`config.mk`:
```
export PLATFORM = sky130hd
export DESIGN_NAME = matrix_operand_loader
export DESIGN_NICKNAME = d
export VERILOG_FILES = /design/src/rtl/matrix_operand_loader.sv
export SDC_FILE = /design/constraint.sdc
export NUM_CORES = 1
export LEC_CHECK = 0
export CORE_MARGIN = 2
export CORE_UTILIZATION = 44
export CTS_CLUSTER_SIZE = 20
export DETAILED_ROUTE_END_ITERATION = 7
export PLACE_DENSITY = 0.78
export SLEW_MARGIN = 5
export SYNTH_ARGS = -nofsm -noshare
export SYNTH_HDL_FRONTEND = slang
export SYNTH_SLANG_ARGS = --single-unit
```
`constraint.sdc`:
```
create_clock -name clk -period 2.4 [get_ports clk]
set_input_delay 0.48 -clock clk [delete_from_list [all_inputs] [get_ports clk]]
set_output_delay 0.48 -clock clk [all_outputs]
set_load 0.01 [all_outputs]
```
`src/rtl/matrix_operand_loader.sv`:
```
// matrix_operand_loader
// Upstream feeder for the 2x2 matrix multiplier. Collects eight elements
// (a11,a12,a21,a22,b11,b12,b21,b22) over a valid/ready stream, packs them into
// mat_a/mat_b and holds the pair until downstream consumes it.
// Optional feature macro: LOADER_RANGE_CHECK_EN. When it is defined, an element
// above MAX_VAL rejects the whole frame. The rest of that frame is drained, err
// pulses once and err_cnt counts the rejected frame.
module matrix_operand_loader #(
   parameter int ELEM_W  = 2,
   parameter int MAX_VAL = 2
) (
   input  logic                clk,
   input  logic                reset,
   input  logic                in_valid,
   output logic                in_ready,
   input  logic [ELEM_W-1:0]   in_data,
   input  logic                abort,
   output logic                out_valid,
   input  logic                out_ready,
   output logic [4*ELEM_W-1:0] mat_a,
   output logic [4*ELEM_W-1:0] mat_b,
   output logic                err,
   output logic [7:0]          err_cnt
);

   typedef enum logic [1:0] {
      ST_LOAD  = 2'd0,
      ST_HOLD  = 2'd1,
      ST_DRAIN = 2'd2
   } state_t;

   state_t            state_r;
   state_t            state_nxt_s;
   logic [2:0]        idx_r;
   logic [ELEM_W-1:0] slot_r [8];

   logic accept_s;
   logic last_s;
   logic range_bad_s;
   logic write_s;
   logic in_ready_s;
   logic out_valid_s;

   // True when an element value lies above the legal maximum
   function automatic logic out_of_range(input logic [ELEM_W-1:0] value);
      return (int'(value) > MAX_VAL);
   endfunction

`ifdef LOADER_RANGE_CHECK_EN
   assign range_bad_s = out_of_range(in_data);
`else
   assign range_bad_s = 1'b0;
`endif

   assign accept_s = in_valid && in_ready_s;
   assign last_s   = (idx_r == 3'd7);
   // Only clean elements accepted while loading are stored; abort wins over the write
   assign write_s  = accept_s && (state_r == ST_LOAD) && !range_bad_s && !abort;

   // State register
   always_ff @(posedge clk) begin
      if (reset) begin
         state_r <= ST_LOAD;
      end else begin
         state_r <= state_nxt_s;
      end
   end

   // Next-state decode; abort restarts the frame from any state
   always_comb begin
      state_nxt_s = state_r;
      if (abort) begin
         state_nxt_s = ST_LOAD;
      end else begin
         case (state_r)
            ST_LOAD: begin
               if (accept_s && range_bad_s) begin
                  // A bad final element has nothing left to drain
                  state_nxt_s = last_s ? ST_LOAD : ST_DRAIN;
               end else if (accept_s && last_s) begin
                  state_nxt_s = ST_HOLD;
               end else begin
                  state_nxt_s = ST_LOAD;
               end
            end
            ST_HOLD: begin
               if (out_ready) begin
                  state_nxt_s = ST_LOAD;
               end else begin
                  state_nxt_s = ST_HOLD;
               end
            end
            ST_DRAIN: begin
               if (accept_s && last_s) begin
                  state_nxt_s = ST_LOAD;
               end else begin
                  state_nxt_s = ST_DRAIN;
               end
            end
            default: begin
               state_nxt_s = ST_LOAD;
            end
         endcase
      end
   end

   // Handshake outputs decoded from the state register only
   always_comb begin
      in_ready_s  = 1'b0;
      out_valid_s = 1'b0;
      case (state_r)
         ST_LOAD: begin
            in_ready_s  = 1'b1;
            out_valid_s = 1'b0;
         end
         ST_HOLD: begin
            in_ready_s  = 1'b0;
            out_valid_s = 1'b1;
         end
         ST_DRAIN: begin
            in_ready_s  = 1'b1;
            out_valid_s = 1'b0;
         end
         default: begin
            in_ready_s  = 1'b0;
            out_valid_s = 1'b0;
         end
      endcase
   end

   assign in_ready  = in_ready_s;
   assign out_valid = out_valid_s;

   // Element index: advances on every accept (stored or drained), cleared by abort
   always_ff @(posedge clk) begin
      if (reset) begin
         idx_r <= 3'd0;
      end else if (abort) begin
         idx_r <= 3'd0;
      end else if (accept_s) begin
         idx_r <= idx_r + 3'd1;
      end else begin
         idx_r <= idx_r;
      end
   end

   // Operand slots; contents stay frozen while the pair is held
   always_ff @(posedge clk) begin
      if (reset) begin
         for (int i = 0; i < 8; i++) begin
            slot_r[i] <= '0;
         end
      end else if (write_s) begin
         slot_r[idx_r] <= in_data;
      end else begin
         slot_r <= slot_r;
      end
   end

   assign mat_a = {slot_r[3], slot_r[2], slot_r[1], slot_r[0]};
   assign mat_b = {slot_r[7], slot_r[6], slot_r[5], slot_r[4]};

`ifdef LOADER_RANGE_CHECK_EN
   logic       reject_s;
   logic       err_r;
   logic [7:0] err_cnt_r;

   // Only the first bad element of a frame rejects it; later ones are drained silently
   assign reject_s = accept_s && (state_r == ST_LOAD) && range_bad_s && !abort;

   // Error pulse and saturating rejected-frame counter
   always_ff @(posedge clk) begin
      if (reset) begin
         err_r     <= 1'b0;
         err_cnt_r <= 8'd0;
      end else begin
         err_r <= reject_s;
         if (reject_s && (err_cnt_r != 8'd255)) begin
            err_cnt_r <= err_cnt_r + 8'd1;
         end else begin
            err_cnt_r <= err_cnt_r;
         end
      end
   end

   assign err     = err_r;
   assign err_cnt = err_cnt_r;
`else
   assign err     = 1'b0;
   assign err_cnt = 8'd0;
`endif

endmodule

```
# Yosys cells after proc, flatten, opt, wreduce, memory -nomap -nowiden
# Cells that the tools add are included.
[classes] n_lt_le_gt_ge=2 mux=9 n_shift=0 n_eq_ne=3 reduce_logical=9 bitwise=1 div=0 mul=0 n_addsub=1
[ops] op="bitwise mux 16 bit" n=1
[ops] op="demux 2 bit (select 3 bit)" n=1
[ops] op="case mux 2 bit (3 select lines)" n=1
[ops] op="logical AND 1 bit" n=5
[ops] op=">= comparator 4 bit, second input constant" n=1
[ops] op="< comparator 4 x 1 -> 1 bit, second input constant" n=1
[ops] op="2-to-1 mux 1 bit" n=4
[ops] op="2-to-1 mux 2 bit" n=2
[ops] op="inverter 3 -> 4 bit" n=1
[ops] op="OR reduction 2 bit" n=2
[ops] op="adder 3 x 1 -> 3 bit, second input constant" n=1
[ops] op="== test 3 bit, second input constant" n=1
[ops] op="== test 2 x 1 -> 1 bit, second input constant" n=1
[ops] op="== test 2 bit, second input constant" n=1
[ops] op="logical NOT 2 bit" n=1
[ops] op="logical NOT 1 bit" n=1
[word_totals] ff_bits=21 n_memories=0 rom_bits=0 output_inout_bits=27 inputBits=7 latchBits=0 ramBits=0

# Logic depth before layout (Yosys ltp)
[logic_depth] depth_word=7 mapped_depth=4 depth_no_buf=4

# Worst setup path before layout
# OpenSTA, ideal clock, no wires.
[synth_path] kind="in2reg" from="in abort" to="reg slot_r, in the netlist mat_b[0]" n_path_buf=0 setup_ns=0.129 arrival_time_ns=1.667 cell_stages=3 path_slack_ns=0.605 path_cell_list="or4b_4 -> or4b_4 -> mux2i_1"
[synth_between] elab_chain_len=2
[synth_rtl] element="start: declaration" line="17" text="input logic abort,"
[synth_rtl] element="logical NOT 1 bit" line="58" text="assign write_s = accept_s && (state_r == ST_LOAD) && !range_bad_s && !abort;"
[synth_rtl] element="logical AND 1 bit" line="58"
[synth_rtl] element="end signal: indexed assignment" line="154" text="slot_r[idx_r] <= in_data;"
[synth_rtl] element="end signal: assignment" line="156" text="slot_r <= slot_r;"
[synth_rtl] element="end: declaration" line="35" text="logic [ELEM_W-1:0] slot_r [8];"
# Every way passes these cells.
# A chain may end at the register's enable or synchronous reset.

# Final worst setup path
# Ends and elaborated chain as after synthesis.

==> impl_summary.log <==
[metrics] run status: complete, no violations
[metrics] number of maximum-capacitance violations: 0
[metrics] portion of synthesized cell area occupied by the leading cell type: a little over two fifths
[metrics] top-level I/O count: 34
[metrics] GRT Overall Usage: ~16%
[metrics] global-route wire length before repair: about 3200 um
[metrics] shortest period the worst path allows: just over 2 ns
[metrics] leftover overflow at the end of global routing: 0
[metrics] top cells by area, synth: sky130_fd_sc_hd__dfxtp_1 (42%), sky130_fd_sc_hd__mux2i_1 (18%), sky130_fd_sc_hd__nand2b_1 (11%), sky130_fd_sc_hd__buf_4 (6.8%), sky130_fd_sc_hd__or4b_4 (4.1%)
[metrics] number of setup violations in the final report: 0
[metrics] leakage: 0.570 nW
[metrics] accumulated negative setup slack: 0 ns
[metrics] number of instances resized during post-cts repair: 0
[metrics] Synth area leader: sky130_fd_sc_hd__dfxtp_1
[metrics] post-synthesis sequential area ratio: 42.0%
[metrics] RSZ-0062 raised after global routing: false
[metrics] effective utilization at floorplan: a little under half
[metrics] placeable core region: ~2200 sq um
[metrics] register clock-pin slew on the reported worst setup and hold paths: 0.13 ns
[metrics] Seq cells post-synth: 21
[metrics] max-slew violations: 0
[metrics] Final Total Pwr: 0.589 mW
[metrics] area grow syn2layout: 27.1%
[metrics] cell internal pwr: roughly 0.45 mW
[metrics] Via Count: 731
[metrics] number of nets in the final layout: 134
[metrics] iteration-0 DRC count of the detailed router: 10
[metrics] Power Dens Cells: between 400 and 500 nW/um^2
[metrics] detail-routed net length per standard cell: between 10 and 15 um
[metrics] initial antenna violation count: 0
[metrics] final worst path period share: between 80% and 90%
[metrics] maximum fanout along the worst path: 3
[metrics] Netlist cell types: 23
[metrics] maximum level of the CTS H-tree: 1
[metrics] Setup Crit Path Kind: input port to flop
[metrics] Logic pwr share: under 10%
[metrics] max frequency: a little under 500 MHz
[metrics] critical path startpoint category: input port
[metrics] post-layout worst setup margin: approximately 0.37 ns
[metrics] worst min path class: flop to flop
[metrics] cell area after synthesis: roughly 1000 sq um
[metrics] FP Rows: 17
[metrics] router iterations before antenna repair: 3
[metrics] clock share of power: around 30%
[metrics] DP HPWL: 1360 um
[metrics] hold-fix buffers at CTS: 0
[metrics] post-CTS setup repair buffer count: 0
[metrics] clock tree root driver cell: sky130_fd_sc_hd__clkbuf_4
[metrics] number of nets with antenna violations after routing: 0
[metrics] Layout Skew: 0.0118 ns
[metrics] Die W: about 52 um
[metrics] latest clock arrival within the worst-skew pair: between 0.3 and 0.4 ns
[metrics] number of instances in the synthesized netlist: 99
[metrics] Setup crit end kind: flop
[metrics] Final Wtd Congestion: ~0.69
[metrics] critical path required time: 2.58 ns
[metrics] average size of a mapped cell: slightly above 10 sq um
[metrics] share of post-route cells with drive strength above 1: a little over a tenth
[metrics] die area: 2670 sq um
[metrics] switch share: between 20% and 30%
[metrics] height of the die: just over 50 um
[metrics] Sink Count: 21
[metrics] post-detailed-routing wire length: 1920 um
[metrics] Residual DRC: 0
[metrics] number of CTS-inserted buffers: 3
[metrics] worst supply voltage drop on vdd: between 300 and 400 uV
[metrics] maximum number of pins on one net before global-route repair: 18
[metrics] number of vias per cell: just under 5
[metrics] total count of hold-check failures in the final report: 0
[metrics] multi-input gate area in the final layout: ~520 sq um
[metrics] area occupied by registers: between 400 and 500 sq um
[metrics] Yosys Warn Count: 0
[metrics] CTS tree: done
[metrics] number of global-route vias before repair: approximately 700
[metrics] Place WS: between 0.04 and 0.05 ns
[metrics] deepest clock path buffer count: 2
[metrics] number of filler cells placed in the layout: between 150 and 200
[metrics] P_sw: approximately 0.14 mW
[metrics] sequential fraction of design power: ~61%
[metrics] final antenna diode count: 0
[metrics] total of buffers placed on input and output ports: 24
[metrics] Final Hold Slack: slightly below 0.5 ns
[metrics] arrival time at the worst endpoint: around 2.2 ns
-- synth_stat cells --
master / instances
sky130_fd_sc_hd__nor2b_1: 2
sky130_fd_sc_hd__xnor2_1: 1
sky130_fd_sc_hd__dfxtp_1: 21
sky130_fd_sc_hd__nor2_1: 5
sky130_fd_sc_hd__nand4b_1: 3
sky130_fd_sc_hd__or4b_4: 3
sky130_fd_sc_hd__nor4_1: 1
sky130_fd_sc_hd__inv_1: 1
sky130_fd_sc_hd__clkbuf_1: 5
sky130_fd_sc_hd__a21oi_1: 1
sky130_fd_sc_hd__buf_4: 9
sky130_fd_sc_hd__nor3_1: 1
sky130_fd_sc_hd__and3_2: 1
sky130_fd_sc_hd__nand4_1: 1
sky130_fd_sc_hd__buf_2: 1
sky130_fd_sc_hd__nor4b_1: 1
sky130_fd_sc_hd__nand2b_1: 18
sky130_fd_sc_hd__conb_1: 1
sky130_fd_sc_hd__a31oi_1: 1
sky130_fd_sc_hd__or2_2: 1
sky130_fd_sc_hd__mux2i_1: 18
sky130_fd_sc_hd__nand3_1: 1
sky130_fd_sc_hd__ha_1: 2
-- critical path: stages --
cell	delay, ns
sky130_fd_sc_hd__clkdlybuf4s50_1	0.45
sky130_fd_sc_hd__or4b_4	0.58
sky130_fd_sc_hd__or4b_4	0.55
sky130_fd_sc_hd__mux2i_1	0.14
-- power by group through the flow --
stage               Combinational, mW  Clock [mW]  Sequential, mW
detailed placement             0.0576           0           0.364
finish                         0.0578       0.175           0.357
global route                   0.0638       0.193           0.357
floorplan                      0.0443           0           0.363
CTS                            0.0580       0.176           0.357
global placement               0.0568           0           0.364
-- state kept, by name, indices dropped and copies added, names as in the netlist --
signal / count
state_r: 2
mat_b: 8
mat_a: 8
idx_r: 3
-- final cells by class --
| cell class | instances | area share, % |
|---|---|---|
| Clock buffer | 3 | 1.77 |
| Clock inverter | 1 | 0.393 |
| Inverter | 1 | 0.295 |
| Multi-Input combinational cell | 70 | 40.5 |
| Sequential cell | 21 | 33.0 |
| Tap cell | 28 | 2.75 |
| Timing Repair Buffer | 28 | 21.2 |
-- routing by layer --
layer / wire length [um] / up-vias / track usage, %
met5: 0 / - / 0
met4: 11 / 0 / 3.95
li1: - / 367 / -
met3: 127 / 2 / 6.90
met1: 929 / 335 / 21.7
met2: 853 / 27 / 24.1
-- cell families after synthesis --
logic type	Yosys count	synth area share (%)
XOR/XNOR	1	0.875
adder cells (fa/ha/maj)	2	2.50
AND/OR/NAND/NOR	38	25.6
other	1	0.375
flip-flops	21	42.0
AO/OA/AOI/OAI	2	1.12
buffers and inverters	16	9.50
multiplexers	18	18.0
-- final timing paths --
check                         from                     to  slack [ns]  cells past startpoint
max                          abort  mat_b[0]$_SDFFE_PP0P_        0.37                      4
min          mat_b[4]$_SDFFE_PP0P_  mat_b[4]$_SDFFE_PP0P_        0.49                      2
max reg2reg  state_r[1]$_SDFF_PP0_  mat_b[0]$_SDFFE_PP0P_        0.66                      3
min reg2reg  mat_b[4]$_SDFFE_PP0P_  mat_b[4]$_SDFFE_PP0P_        0.49                      2
-- placed cells by master, fill, tap and decap left out, drive strengths merged, types with 2 or more instances in the layout --
| master | count |
|---|---|
| or4b | 3 |
| ha | 2 |
| conb | 9 |
| nand2b | 18 |
| nor2b | 2 |
| nand4b | 3 |
| buf | 4 |
| clkdlybuf4s50 | 24 |
| nor2 | 5 |
| dfxtp | 21 |
| clkbuf | 3 |
| mux2i | 18 |
-- through the flow --
step | util [%] | cells | area, sq um
3_3_place_gp | 56.8 | 148 | 1240
3_5_place_dp | 56.8 | 148 | 1240
6_report | 58.1 | 152 | 1270
4_1_cts | 58.1 | 152 | 1270
5_1_grt | 58.1 | 152 | 1270
2_1_floorplan | - | 107 | 1030
No activity file was read; power rests on OpenSTA's default activity.
